[config.mk]
export PLATFORM = sky130hd
export DESIGN_NAME = gabor_out_wb_ctrl
export DESIGN_NICKNAME = d
export VERILOG_FILES = /design/src/rtl/gabor_pkg.sv /design/src/rtl/gabor_rr_arbiter.sv /design/src/rtl/gabor_out_wb_ctrl.sv
export SDC_FILE = /design/constraint.sdc
export NUM_CORES = 1
export LEC_CHECK = 0
export ABC_AREA = 0
export CAP_MARGIN = 20
export CORE_MARGIN = 8
export CORE_UTILIZATION = 25
export CTS_CLUSTER_SIZE = 30
export DETAILED_ROUTE_END_ITERATION = 6
export MAX_ROUTING_LAYER = met4
export PLACE_DENSITY = 0.59
export SETUP_SLACK_MARGIN = 0.5
export SYNTH_ARGS = -nofsm -noshare
export SYNTH_HDL_FRONTEND = slang
export SYNTH_SLANG_ARGS = --single-unit
export TNS_END_PERCENT = 20
[constraint.sdc]
create_clock -name clk -period 4.9 [get_ports clk]
set_clock_uncertainty 0.15 [all_clocks]
set_input_delay 0.98 -clock clk [delete_from_list [all_inputs] [get_ports clk]]
set_output_delay 0.98 -clock clk [all_outputs]
set_load 0.01 [all_outputs]
[src/rtl/gabor_pkg.sv]
// Shared defaults and state encoding for the Gabor output
// write-back controller.
package gabor_pkg;

    localparam int N_REQ_DEF     = 2;
    localparam int DATA_W_DEF    = 32;
    localparam int ADDR_W_DEF    = 8;
    localparam int FRAME_LEN_DEF = 256;

    typedef enum logic [1:0] {
        IDLE,
        FILL,
        DONE,
        HOLD
    } wb_state_t;

endpackage

[src/rtl/gabor_rr_arbiter.sv]
// Rotating-priority arbiter: one-hot grant among requesters,
// search starts at the lane after the last advanced grant.
module gabor_rr_arbiter #(
    parameter int N_REQ = 2
) (
    input  logic             clk,
    input  logic             rst_n,
    input  logic [N_REQ-1:0] req,
    input  logic             advance,
    output logic [N_REQ-1:0] grant
);

    localparam int PW = $clog2(N_REQ);

    logic [PW-1:0] ptr;
    logic [PW-1:0] nxt;
    logic [PW-1:0] idx;
    logic          found;

    always_comb begin
        grant = '0;
        nxt   = ptr;
        found = 1'b0;
        idx   = '0;
        for (int k = 0; k < N_REQ; k++) begin
            idx = PW'((int'(ptr) + k) % N_REQ);
            if (!found && req[idx]) begin
                found      = 1'b1;
                grant[idx] = 1'b1;
                nxt = (int'(idx) == N_REQ - 1) ? '0 : idx + 1'b1;
            end
        end
    end

    always_ff @(posedge clk or negedge rst_n) begin
        if (!rst_n) begin
            ptr <= '0;
        end else if (advance) begin
            ptr <= nxt;
        end
    end

endmodule

[src/rtl/gabor_out_wb_ctrl.sv]
// Write-back scheduler for the Gabor output RAM: arbitrates
// filter lanes into sequential frame writes, then serves reads.
module gabor_out_wb_ctrl
    import gabor_pkg::*;
#(
    parameter int N_REQ     = N_REQ_DEF,
    parameter int DATA_W    = DATA_W_DEF,
    parameter int ADDR_W    = ADDR_W_DEF,
    parameter int FRAME_LEN = FRAME_LEN_DEF
) (
    input  logic                    clk,
    input  logic                    rst_n,
    input  logic                    frame_start,
    input  logic [N_REQ-1:0]        req_valid,
    input  logic [N_REQ*DATA_W-1:0] req_data,
    output logic [N_REQ-1:0]        req_ready,
    output logic                    ram_we,
    output logic [ADDR_W-1:0]       ram_addr,
    output logic [DATA_W-1:0]       ram_wdata,
    input  logic [DATA_W-1:0]       ram_rdata,
    input  logic                    rd_req,
    input  logic [ADDR_W-1:0]       rd_addr,
    output logic                    rd_valid,
    output logic [DATA_W-1:0]       rd_data,
    output logic                    busy,
    output logic                    frame_done
);

    localparam logic [ADDR_W-1:0] LAST = ADDR_W'(FRAME_LEN - 1);

    wb_state_t         state;
    logic [ADDR_W-1:0] wr_cnt;
    logic [N_REQ-1:0]  grant;
    logic              accept;
    logic              rd_s1;
    logic [DATA_W-1:0] gnt_word;

    gabor_rr_arbiter #(
        .N_REQ (N_REQ)
    ) u_arb (
        .clk     (clk),
        .rst_n   (rst_n),
        .req     (req_valid),
        .advance (accept),
        .grant   (grant)
    );

    assign req_ready  = (state == FILL) ? grant : '0;
    assign accept     = |req_ready;
    assign busy       = (state == FILL);
    assign frame_done = (state == DONE);
    assign rd_data    = ram_rdata;

    always_comb begin
        gnt_word = '0;
        for (int i = 0; i < N_REQ; i++) begin
            if (grant[i]) begin
                gnt_word = gnt_word | req_data[i*DATA_W +: DATA_W];
            end
        end
    end

    // An accepted word is written even in a cycle that aborts the frame.
    always_ff @(posedge clk or negedge rst_n) begin
        if (!rst_n) begin
            state     <= IDLE;
            wr_cnt    <= '0;
            ram_we    <= 1'b0;
            ram_addr  <= '0;
            ram_wdata <= '0;
            rd_s1     <= 1'b0;
            rd_valid  <= 1'b0;
        end else begin
            ram_we   <= 1'b0;
            rd_s1    <= 1'b0;
            rd_valid <= rd_s1;
            if (accept) begin
                ram_we    <= 1'b1;
                ram_addr  <= wr_cnt;
                ram_wdata <= gnt_word;
            end
            unique case (state)
                IDLE, HOLD: begin
                    if (frame_start) begin
                        state  <= FILL;
                        wr_cnt <= '0;
                    end else if (rd_req) begin
                        ram_addr <= rd_addr;
                        rd_s1    <= 1'b1;
                    end
                end
                FILL: begin
                    if (frame_start) begin
                        wr_cnt <= '0;
                    end else if (accept) begin
                        if (wr_cnt == LAST) begin
                            wr_cnt <= '0;
                            state  <= DONE;
                        end else begin
                            wr_cnt <= wr_cnt + 1'b1;
                        end
                    end
                end
                DONE: begin
                    state <= HOLD;
                end
                default: begin
                    state <= IDLE;
                end
            endcase
        end
    end

endmodule

==> results of run 1 <==
## metrics by stage
step / setup WS (ps) / std cells / instance area, um^2 / hold slack, ps
5_1_grt: 1190 / 510 / 3970 / 225
4_1_cts: 1240 / 510 / 3970 / 224
3_5_place_dp: 1240 / 502 / 3860 / 193
3_3_place_gp: 1260 / 502 / 3860 / 188
2_1_floorplan: 1990 / 284 / 2720 / 181
## cells by family after synthesis
| kind of cell | Yosys count | share of synthesized area (%) |
|---|---|---|
| XOR/XNOR | 4 | 1.29 |
| buffers and inverters | 55 | 12.1 |
| flip-flops | 54 | 49.8 |
| multiplexers | 9 | 3.32 |
| AO/OA/AOI/OAI | 89 | 20.2 |
| adder cells (fa/ha/maj) | 4 | 1.84 |
| AND/OR/NAND/NOR | 69 | 11.5 |
## per-layer routing
| layer | track usage [%] |
|---|---|
| met1 | 14.0 |
| met2 | 18.0 |
| met3 | 3.45 |
| met4 | 3.51 |
| met5 | - |
==> results.py, run 1 <==
metrics = {
    "yosys": {
        "synth_top_area_share_pct": 49.8,
        "ys_top_cells_by_count": "dfrtp_1, nand2_1, o21ai_0",
        "synth_cells": 284,
        "async_flop_share_pct": 100,
        "syn_nets": 398,
        "synth_top_flop_cell": "dfrtp_1",
        "netlist_top_cells_area": "dfrtp_1, a22oi_1, buf_4",
        "syn-cell-area_mm2": 0.00272,
        "synthDominantAreaCellType": "dfrtp_1",
        "avgSynthCellArea_um2": 9.56,
        "seq_area_frac_synth_pct": 49.8,
        "synth_edf_count": 0,
        "synth.most_common_cell": "dfrtp_1",
        "ys_ff_latch": 54,
        "synth_cell_types": 30,
        "ys_warn_count": 0,
    },
    "placed_design": {
        "routabilityCongestion": 0.789,
        "portBuffers": 123,
        "dp_hpwl_mm": 6.14,
    },
    "floorplanning": {
        "fp.dieH_um": 120,
        "die_w_um": 120,
        "initial_core_util_pct": 25.4,
        "io_pins": 188,
        "row_count": 38,
    },
    "clocking": {
        "cts_hold_buf": 0,
        "cts_inserted_buffers": 5,
        "clockBufferDepth": 2,
        "ctsHtreeMaxLevel": 2,
        "post_cts_resize_count": 0,
        "root_buffer": "clkbuf_8",
        "clock-sinks": 54,
        "postCtsSetupBuffers": 0,
    },
    "grt": {
        "grt_max_degree": 55,
        "grt_pass1_vias": 2489,
        "antenna_found_initial": 0,
        "grt.total_usage_pct": 11.5,
        "grt_pass1_wl_mm": 13.1,
        "grt_overflow": 0,
    },
    "outcome": {
        "firstError": "[ERROR DRT-0255] Maze Route cannot find path of net ram_rdata[26] in worker of routeBox ( 96600 0 ) ( 120215 48300 ).",
        "failed_stage": "detailed routing (5_2_route)",
        "outcome": "stopped before the end",
    },
}
==> inputs of run 2 (changes only) <==
CORE_UTILIZATION = 20   (was 25)
CTS_CLUSTER_SIZE = unset   (was 30)
MAX_ROUTING_LAYER = unset   (was met4)
PLACE_DENSITY = unset   (was 0.59)
PLACE_DENSITY_LB_ADDON = 0.15   (was unset)
SETUP_SLACK_MARGIN = unset   (was 0.5)
==> run 2 against run 1 <==
Compared with the run above:
- the run now ends clean
- synthesized cell count is the same
- area after synthesis is the same
- global-route usage shrank 1.7 points
==> results.py, run 2 <==
metrics = {
    "outcome": {
        "outcome": "finished, final reports clean",
    },
    "routing": {
        "drtIter0Drc": 88,
        "firstDrtPassIters": 4,
        "route.vias.total": 2306,
        "routed_wl_mm": 8.53,
        "wl_per_cell_um": 15.6,
        "drcViolationCount": 0,
        "viasPerCell": 4.22,
        "ant_nets": 0,
    },
    "layout": {
        "fillers": 1416,
        "layout-drive-gt1-share_pct": 4.85,
        "largest_register_ffs": 32,
        "most-common-layout-cells": "clkdlybuf4s50_1, dfrtp_1, nand2_1",
        "top_register": "ram_wdata",
        "mostFrequentLayoutCell": "clkdlybuf4s50_1",
        "nets": 484,
        "largest_registers": "ram_wdata x32, ram_addr x8, wr_cnt x8",
        "final_cell_area_mm2": 0.00411,
        "syn2layout_area_growth_pct": 51.5,
        "antenna_cells": 0,
        "final_cell_count_no_fill": 547,
    },
    "grt": {
        "grt_max_degree": 55,
        "antenna_found_initial": 0,
        "use_met1_pct": 11.8,
        "grt_pass1_wl_mm": 14.1,
        "busiest_layer": "met2",
        "globalRouteMet3Util_pct": 3.60,
        "grt_util_met2_pct": 16.1,
        "grt_overflow": 0,
        "grt_pass1_vias": 2591,
        "grt.total_usage_pct": 9.75,
    },
    "yosys": {
        "synthDominantAreaCellType": "dfrtp_1",
        "netlist_top_cells_area": "dfrtp_1, a22oi_1, buf_4",
        "syn-cell-area_mm2": 0.00272,
        "syn_nets": 398,
        "synth_top_flop_cell": "dfrtp_1",
        "async_flop_share_pct": 100,
        "synth_cell_types": 30,
        "synth.most_common_cell": "dfrtp_1",
        "ys_ff_latch": 54,
        "synth_cells": 284,
        "synth_edf_count": 0,
        "ys_warn_count": 0,
        "avgSynthCellArea_um2": 9.56,
        "ys_top_cells_by_count": "dfrtp_1, nand2_1, o21ai_0",
        "synth_top_area_share_pct": 49.8,
        "seq_area_frac_synth_pct": 49.8,
    },
    "placed_design": {
        "portBuffers": 123,
        "place_ws_ps": 1230,
        "dp.cells": 538,
        "dp_hpwl_mm": 6.20,
        "dpl_cell_area_mm2": 0.00392,
        "routabilityCongestion": 0.742,
    },
    "worst_setup_path": {
        "ff2ff_path_depth": 7,
        "r2r_start": "state[1]$_DFFE_PN0P_",
        "endpoint": "req_ready[1]",
        "cp.arrival_ps": 2530,
        "crit_top_cell": "clkdlybuf4s50_1",
        "reg2reg_slack_ps": 2330,
        "slowest_stage": "clkdlybuf4s50_1",
        "cp-startpoint": "req_valid[1]",
        "critPathMaxStageDelay_ps": 650,
        "cp_max_fo": 5,
        "crit_family": "buffers and inverters",
        "critPathCaptureType": "output pin",
        "cp_data_required_time_ps": 3770,
        "cp_cell_sequence": "clkdlybuf4s50_1 > a21boi_4 > and2_1 > clkdlybuf4s50_1",
        "critical_path_class": "in -> out",
        "cp-start-kind": "input port",
        "worst-path-stages": 4,
        "path_buf_inv": 2,
        "reg2reg_to": "state[0]$_DFFE_PN0P_",
    },
    "sta": {
        "final-hold-violation-count": 0,
        "period_share_pct": 74.7,
        "setup_viol": 0,
        "setup_tns_ps": 0,
        "fmax_mhz": 273,
        "final_max_slew_viol_count": 0,
        "worst_pin_slew_ps": 817,
        "relSlewSlack_pct": 44.8,
        "rsz0062_at_grt": "no",
        "fin_crit_ps": 3660,
        "setup_ws_ps": 1240,
    },
    "clocking": {
        "cts_hold_buf": 0,
        "clock_latency_ps": 290,
        "cts_inserted_buffers": 5,
        "cts_tree": "done",
        "clock-sinks": 54,
        "clk_pin_slew_ps": 70,
        "root_buffer": "clkbuf_16",
        "postCtsSetupBuffers": 0,
        "post_cts_resize_count": 0,
        "clockBufferDepth": 2,
        "ctsHtreeMaxLevel": 2,
    },
    "floorplanning": {
        "fp.dieH_um": 133,
        "die_w_um": 133,
        "initial_core_util_pct": 20.5,
        "row_count": 42,
        "die-area_mm2": 0.0176,
        "core_mm2": 0.0132,
        "io_pins": 188,
    },
    "min_path": {
        "hp-class": "reg -> reg",
    },
    "pwr": {
        "powerDensity_mw_per_mm2": 285,
        "leakagePower_nw": 1.62,
        "ir_drop_mv": 0.169,
    },
    "job": {
        "drv_cap": 0,
    },
}
-- run 2: cells by family (layout without fill, tap and decap cells) --
logic type	count (synthesis)	after routing	share of synthesized area [%]
compound gates	89	89	20.2
xor+xnor	4	4	1.29
fa+ha+maj	4	4	1.84
buf+inv	55	142	12.1
flops	54	54	49.8
mux	9	9	3.32
simple gates	69	69	11.5
-- run 2: worst min path at each step --
| stage | from | endpoint | cells past startpoint |
|---|---|---|---|
| 2_1_floorplan | rd_s1$_DFF_PN0_ | rd_valid$_DFF_PN0_ | 0 |
| 5_1_grt | rd_s1$_DFF_PN0_ | rd_valid$_DFF_PN0_ | 0 |
| 6_report | rd_s1$_DFF_PN0_ | rd_valid$_DFF_PN0_ | 0 |
| 3_5_place_dp | rd_s1$_DFF_PN0_ | rd_valid$_DFF_PN0_ | 0 |
| 3_3_place_gp | rd_s1$_DFF_PN0_ | rd_valid$_DFF_PN0_ | 0 |
| 4_1_cts | rd_s1$_DFF_PN0_ | rd_valid$_DFF_PN0_ | 0 |
-- run 2: through the flow --
step	util, %	total power [mW]	hold slack, ps
floorplan	-	0.637	181
global placement	29.6	0.794	185
detailed placement	29.6	0.798	193
CTS	30.9	1.20	210
global route	31.1	1.25	220
finish	31.1	1.17	205
-- run 2: final cells by class --
type / count / area (um^2) / share of cell area, %
inverters: 6 / 22.5 / 0.547
multi-input cells: 175 / 1070 / 26.0
repair buffers: 128 / 1280 / 31.2
well taps: 176 / 220 / 5.35
flip-flops and latches: 54 / 1350 / 32.8
clock buffers: 8 / 166 / 4.05
-- run 2: layer usage --
metal  routed length [um]  vias up
met5                    0        -
met3                  595       12
li1                     -     1135
met1                 3900     1079
met2                 3980       80
met4                   63        0
-- run 2: where the power goes --
| group | internal (mW) | total, mW | switching [mW] |
|---|---|---|---|
| Sequential | 0.488 | 0.516 | 0.0283 |
| Clock | 0.232 | 0.393 | 0.161 |
| Combinational | 0.155 | 0.264 | 0.109 |
(Power assumes the default switching activity.)
==> inputs of run 3 (changes only) <==
clock period = 3.3 ns   (was 4.9 ns; I/O delays follow)
==> run 3 against run 2 <==
Compared with the run above:
- critical path depth is the same
- final cell count grew 0.18%
- total power grew 50%
- sequential cell count stayed put
- worst setup slack got worse by 960 ps
- critical path type unchanged
==> results.py, run 3 (synthesis results as in run 2) <==
metrics = {
    "job": {
        "drv_cap": 0,
    },
    "sta": {
        "period_share_pct": 91.5,
        "rsz0062_at_grt": "no",
        "relSlewSlack_pct": 34.7,
        "whs_ps": 214,
        "setup_tns_ps": 0,
        "fin_crit_ps": 3020,
        "final_max_slew_viol_count": 0,
        "setup_viol": 0,
        "fmax_mhz": 331,
        "final-hold-violation-count": 0,
        "worst_pin_slew_ps": 978,
    },
    "clocking": {
        "clockBufferDepth": 2,
        "postCtsSetupBuffers": 0,
        "cts_inserted_buffers": 5,
        "post_cts_resize_count": 0,
        "cts_hold_buf": 0,
        "clock_latency_ps": 300,
        "ctsHtreeMaxLevel": 2,
        "clk_pin_slew_ps": 70,
        "cts_tree": "done",
        "clock-sinks": 54,
        "root_buffer": "clkbuf_16",
    },
    "pwr": {
        "powerDensity_mw_per_mm2": 430,
        "leakagePower_nw": 1.62,
        "ir_drop_mv": 0.152,
    },
    "worst_setup_path": {
        "critical_path_class": "in -> out",
        "cp_max_fo": 5,
        "r2r_start": "state[1]$_DFFE_PN0P_",
        "cp-start-kind": "input port",
        "cp.arrival_ps": 2210,
        "reg2reg_slack_ps": 940,
        "ff2ff_path_depth": 7,
        "reg2reg_to": "wr_cnt[7]$_DFFE_PN0P_",
        "cp_data_required_time_ps": 2490,
        "critPathCaptureType": "output pin",
    },
    "placed_design": {
        "portBuffers": 123,
        "dp_hpwl_mm": 6.21,
        "routabilityCongestion": 0.720,
        "dpl_cell_area_mm2": 0.00394,
        "dp.cells": 540,
    },
    "min_path": {
        "min_from": "rd_s1$_DFF_PN0_",
        "holdPathEnd": "rd_valid$_DFF_PN0_",
        "hold_path_depth": 0,
        "hp-class": "reg -> reg",
    },
    "routing": {
        "route.vias.total": 2372,
        "drcViolationCount": 0,
        "viasPerCell": 4.33,
        "routed_wl_mm": 8.65,
        "ant_nets": 0,
        "wl_per_cell_um": 15.8,
        "drtIter0Drc": 96,
        "firstDrtPassIters": 4,
    },
    "layout": {
        "layout-drive-gt1-share_pct": 5.11,
        "nets": 485,
        "largest_register_ffs": 32,
        "final_cell_area_mm2": 0.00410,
        "antenna_cells": 0,
        "top_register": "ram_wdata",
        "syn2layout_area_growth_pct": 51.0,
        "final_cell_count_no_fill": 548,
        "mostFrequentLayoutCell": "clkdlybuf4s50_1",
        "largest_registers": "ram_wdata x32, ram_addr x8, wr_cnt x8",
        "most-common-layout-cells": "clkdlybuf4s50_1, dfrtp_1, nand2_1",
    },
    "floorplanning": {
        "die-area_mm2": 0.0176,
        "row_count": 42,
        "fp.dieH_um": 133,
        "initial_core_util_pct": 20.5,
        "io_pins": 188,
        "core_mm2": 0.0132,
        "die_w_um": 133,
    },
    "grt": {
        "grt_overflow": 0,
        "grt_pass1_wl_mm": 14.4,
        "grt_max_degree": 55,
        "grt_pass1_vias": 2696,
        "grt.total_usage_pct": 10.0,
        "antenna_found_initial": 0,
    },
    "outcome": {
        "outcome": "finished, final reports clean",
    },
}
==> run 3: routing by layer <==
metal	track usage [%]	up-vias	wire, um
li1	-	1141	-
met5	0	-	0
met3	4.05	15	682
met4	2.84	0	97
met1	11.7	1127	3880
met2	16.5	89	3990
==> run 3: power breakdown <==
group / internal, mW / switching (mW)
sequential: 0.725 / 0.0428
combinational: 0.232 / 0.161
clock: 0.356 / 0.246
==> run 3: worst max-delay path by stage <==
stage	start	cells after the start	slack, ps	endpoint
floorplan	req_valid[0]	3	1030	req_ready[0]
global placement	req_valid[1]	4	290	req_ready[1]
detailed placement	req_valid[0]	4	270	req_ready[0]
CTS	req_valid[0]	4	270	req_ready[0]
global route	req_valid[0]	4	210	req_ready[0]
finish	req_valid[0]	4	280	req_ready[0]
==> run 3: cell type report <==
type / instances / area [um^2]
Timing Repair Buffer: 129 / 1270
Clock inverter: 3 / 40.0
Tap cell: 176 / 220
Fill cell: 1423 / 9140
Multi-Input combinational cell: 175 / 1070
Clock buffer: 5 / 125
Inverter: 6 / 22.5
Sequential cell: 54 / 1350
==> run 3: worst max-delay path, stage by stage <==
cell and delay [ps]:
clkdlybuf4s50_1 640, a21boi_4 230, and2_1 130, clkdlybuf4s50_1 530
==> run 3: metrics by stage <==
step | setup WS [ps] | power [mW] | utilization [%]
2_1_floorplan | 1030 | 0.946 | -
3_3_place_gp | 295 | 1.18 | 29.7
3_5_place_dp | 269 | 1.18 | 29.7
4_1_cts | 270 | 1.81 | 31.0
5_1_grt | 206 | 1.87 | 31.0
6_report | 280 | 1.76 | 31.0
==> inputs of run 4 (changes only) <==
SKIP_LAST_GASP = 1   (was unset)
clock period = 3.5 ns   (was 3.3 ns; I/O delays follow)
==> run 4 against run 3 <==
Compared with the run above:
- worst setup slack improved by 120 ps
- first-iteration DRC count rose by 6.3%
- global-route usage fell by 0.35 points
- critical path depth did not move
- critical path type unchanged
- critical endpoint unchanged
==> results.py, run 4 (synthesis results as in run 2) <==
metrics = {
    "clocking": {
        "clock-sinks": 54,
        "cts_hold_buf": 0,
        "root_buffer": "clkbuf_16",
        "cts_tree": "done",
        "clock_latency_ps": 290,
        "ctsHtreeMaxLevel": 2,
        "clk_pin_slew_ps": 70,
        "clockBufferDepth": 2,
        "post_cts_resize_count": 0,
        "postCtsSetupBuffers": 0,
        "cts_inserted_buffers": 5,
    },
    "worst_setup_path": {
        "crit_top_cell": "clkdlybuf4s50_1",
        "critPathCaptureType": "output pin",
        "crit_family": "buffers and inverters",
        "cp_data_required_time_ps": 2650,
        "critical_path_class": "in -> out",
        "cp-start-kind": "input port",
        "cp.arrival_ps": 2250,
        "critPathMaxStageDelay_ps": 640,
        "cp_max_fo": 5,
        "cp_cell_sequence": "clkdlybuf4s50_1 > a21boi_4 > and2_1 > clkdlybuf4s50_1",
        "path_buf_inv": 2,
        "slowest_stage": "clkdlybuf4s50_1",
    },
    "sta": {
        "rsz0062_at_grt": "no",
        "period_share_pct": 88.5,
        "fin_crit_ps": 3100,
        "relSlewSlack_pct": 39.4,
        "final_max_slew_viol_count": 0,
        "final-hold-violation-count": 0,
        "fmax_mhz": 323,
        "setup_tns_ps": 0,
        "worst_pin_slew_ps": 908,
        "setup_viol": 0,
    },
    "grt": {
        "grt_overflow": 0,
        "grt_pass1_vias": 2561,
        "grt_pass1_wl_mm": 13.9,
        "antenna_found_initial": 0,
        "grt.total_usage_pct": 9.65,
        "grt_max_degree": 34,
    },
    "layout": {
        "mostFrequentLayoutCell": "clkdlybuf4s50_1",
        "layout-drive-gt1-share_pct": 4.31,
        "ff_latch_area_mm2": 0.00135,
        "largest_register_ffs": 32,
        "top_register": "ram_wdata",
        "fillers": 1423,
        "antenna_cells": 0,
        "multi_input_area_mm2": 0.00107,
        "nets": 484,
        "finalCoreUtilization_pct": 30.9,
        "largest_registers": "ram_wdata x32, ram_addr x8, wr_cnt x8",
        "most-common-layout-cells": "clkdlybuf4s50_1, dfrtp_1, nand2_1",
        "syn2layout_area_growth_pct": 50.6,
    },
    "placed_design": {
        "routabilityCongestion": 0.701,
        "dp_hpwl_mm": 6.37,
        "portBuffers": 123,
    },
    "pwr": {
        "net-switching-power_mw": 0.412,
        "combPwrFrac_pct": 22.4,
        "p_seq_share_pct": 43.7,
        "internal-power_mw": 1.24,
        "leakagePower_nw": 1.61,
        "pwr-share-clk_pct": 33.8,
        "switching_share_pct": 24.9,
        "powerDensity_mw_per_mm2": 404,
        "ir_drop_mv": 0.198,
    },
    "routing": {
        "route.vias.total": 2328,
        "drcViolationCount": 0,
        "wl_per_cell_um": 15.5,
        "drtIter0Drc": 102,
        "firstDrtPassIters": 4,
        "routed_wl_mm": 8.50,
        "ant_nets": 0,
        "viasPerCell": 4.26,
    },
    "floorplanning": {
        "die_w_um": 133,
        "row_count": 42,
        "fp.dieH_um": 133,
        "initial_core_util_pct": 20.5,
        "io_pins": 188,
        "core_mm2": 0.0132,
        "die-area_mm2": 0.0176,
    },
    "min_path": {
        "hp-class": "reg -> reg",
    },
    "outcome": {
        "outcome": "finished, final reports clean",
    },
    "job": {
        "drv_cap": 0,
    },
}
run 4: cell types whose count changed in the layout (fill, tap and decap cells not counted):
cell / before / now
clkinv_2: 2 / 0
clkbuf_1: 0 / 2
buf_4: 6 / 5
run 4: per-stage QoR:
| step | std cells | power, mW | instance area (um^2) | setup WS, ps | hold WS (ps) |
|---|---|---|---|---|---|
| after floorplan | 284 | 0.892 | 2720 | 1150 | 181 |
| after global placement | 539 | 1.11 | 3930 | 416 | 188 |
| after detailed placement | 539 | 1.12 | 3930 | 386 | 194 |
| after CTS | 547 | 1.69 | 4090 | 385 | 204 |
| after global routing | 547 | 1.76 | 4090 | 321 | 223 |
| final | 547 | 1.65 | 4090 | 402 | 202 |
run 4: path summary, 6_finish.rpt:
check	start	end	slack, ps	cells past startpoint
min reg2reg	rd_s1$_DFF_PN0_	rd_valid$_DFF_PN0_	200	0
max reg2reg	state[1]$_DFFE_PN0P_	wr_cnt[5]$_DFFE_PN0P_	1170	7
min in group asynchronous	rst_n	ram_wdata[11]$_DFFE_PN0P_	270	1
max	req_valid[0]	req_ready[0]	400	4
min	rd_s1$_DFF_PN0_	rd_valid$_DFF_PN0_	200	0
max in group asynchronous	rst_n	ram_wdata[0]$_DFFE_PN0P_	2110	2
run 4: power by group through the flow:
stage                     clock network, mW  logic, mW  registers (mW)
after floorplan                           0      0.139           0.753
after global placement                    0      0.379           0.734
after detailed placement                  0      0.382           0.736
after CTS                             0.588      0.383           0.724
after global routing                  0.619      0.410           0.732
final                                 0.559      0.371           0.723
run 4: worst register-to-register path, cell delays in order, from the launching register on:
cell and delay, ps:
dfrtp_1 360, inv_1 70, ha_1 310, nor4b_1 200, buf_4 160, or3_4 360, or4_1 510, a21oi_1 150
run 4: per-layer routing:
metal,up-vias,share of wire [%],GRT usage (%)
met5,-,0,0
met3,16,7.0,3.56
li1,1136,-,-
met2,81,46,15.9
met1,1095,46,11.6
met4,0,1.1,2.46
run 4: area by class of cell:
type                            instances  share of cell area, %
Sequential cell                        54                   33.0
Timing Repair Buffer                  128                   30.9
Multi-Input combinational cell        175                   26.2
Tap cell                              176                   5.38
Clock buffer                            7                   3.24
Clock inverter                          1                  0.734
Inverter                                6                  0.551
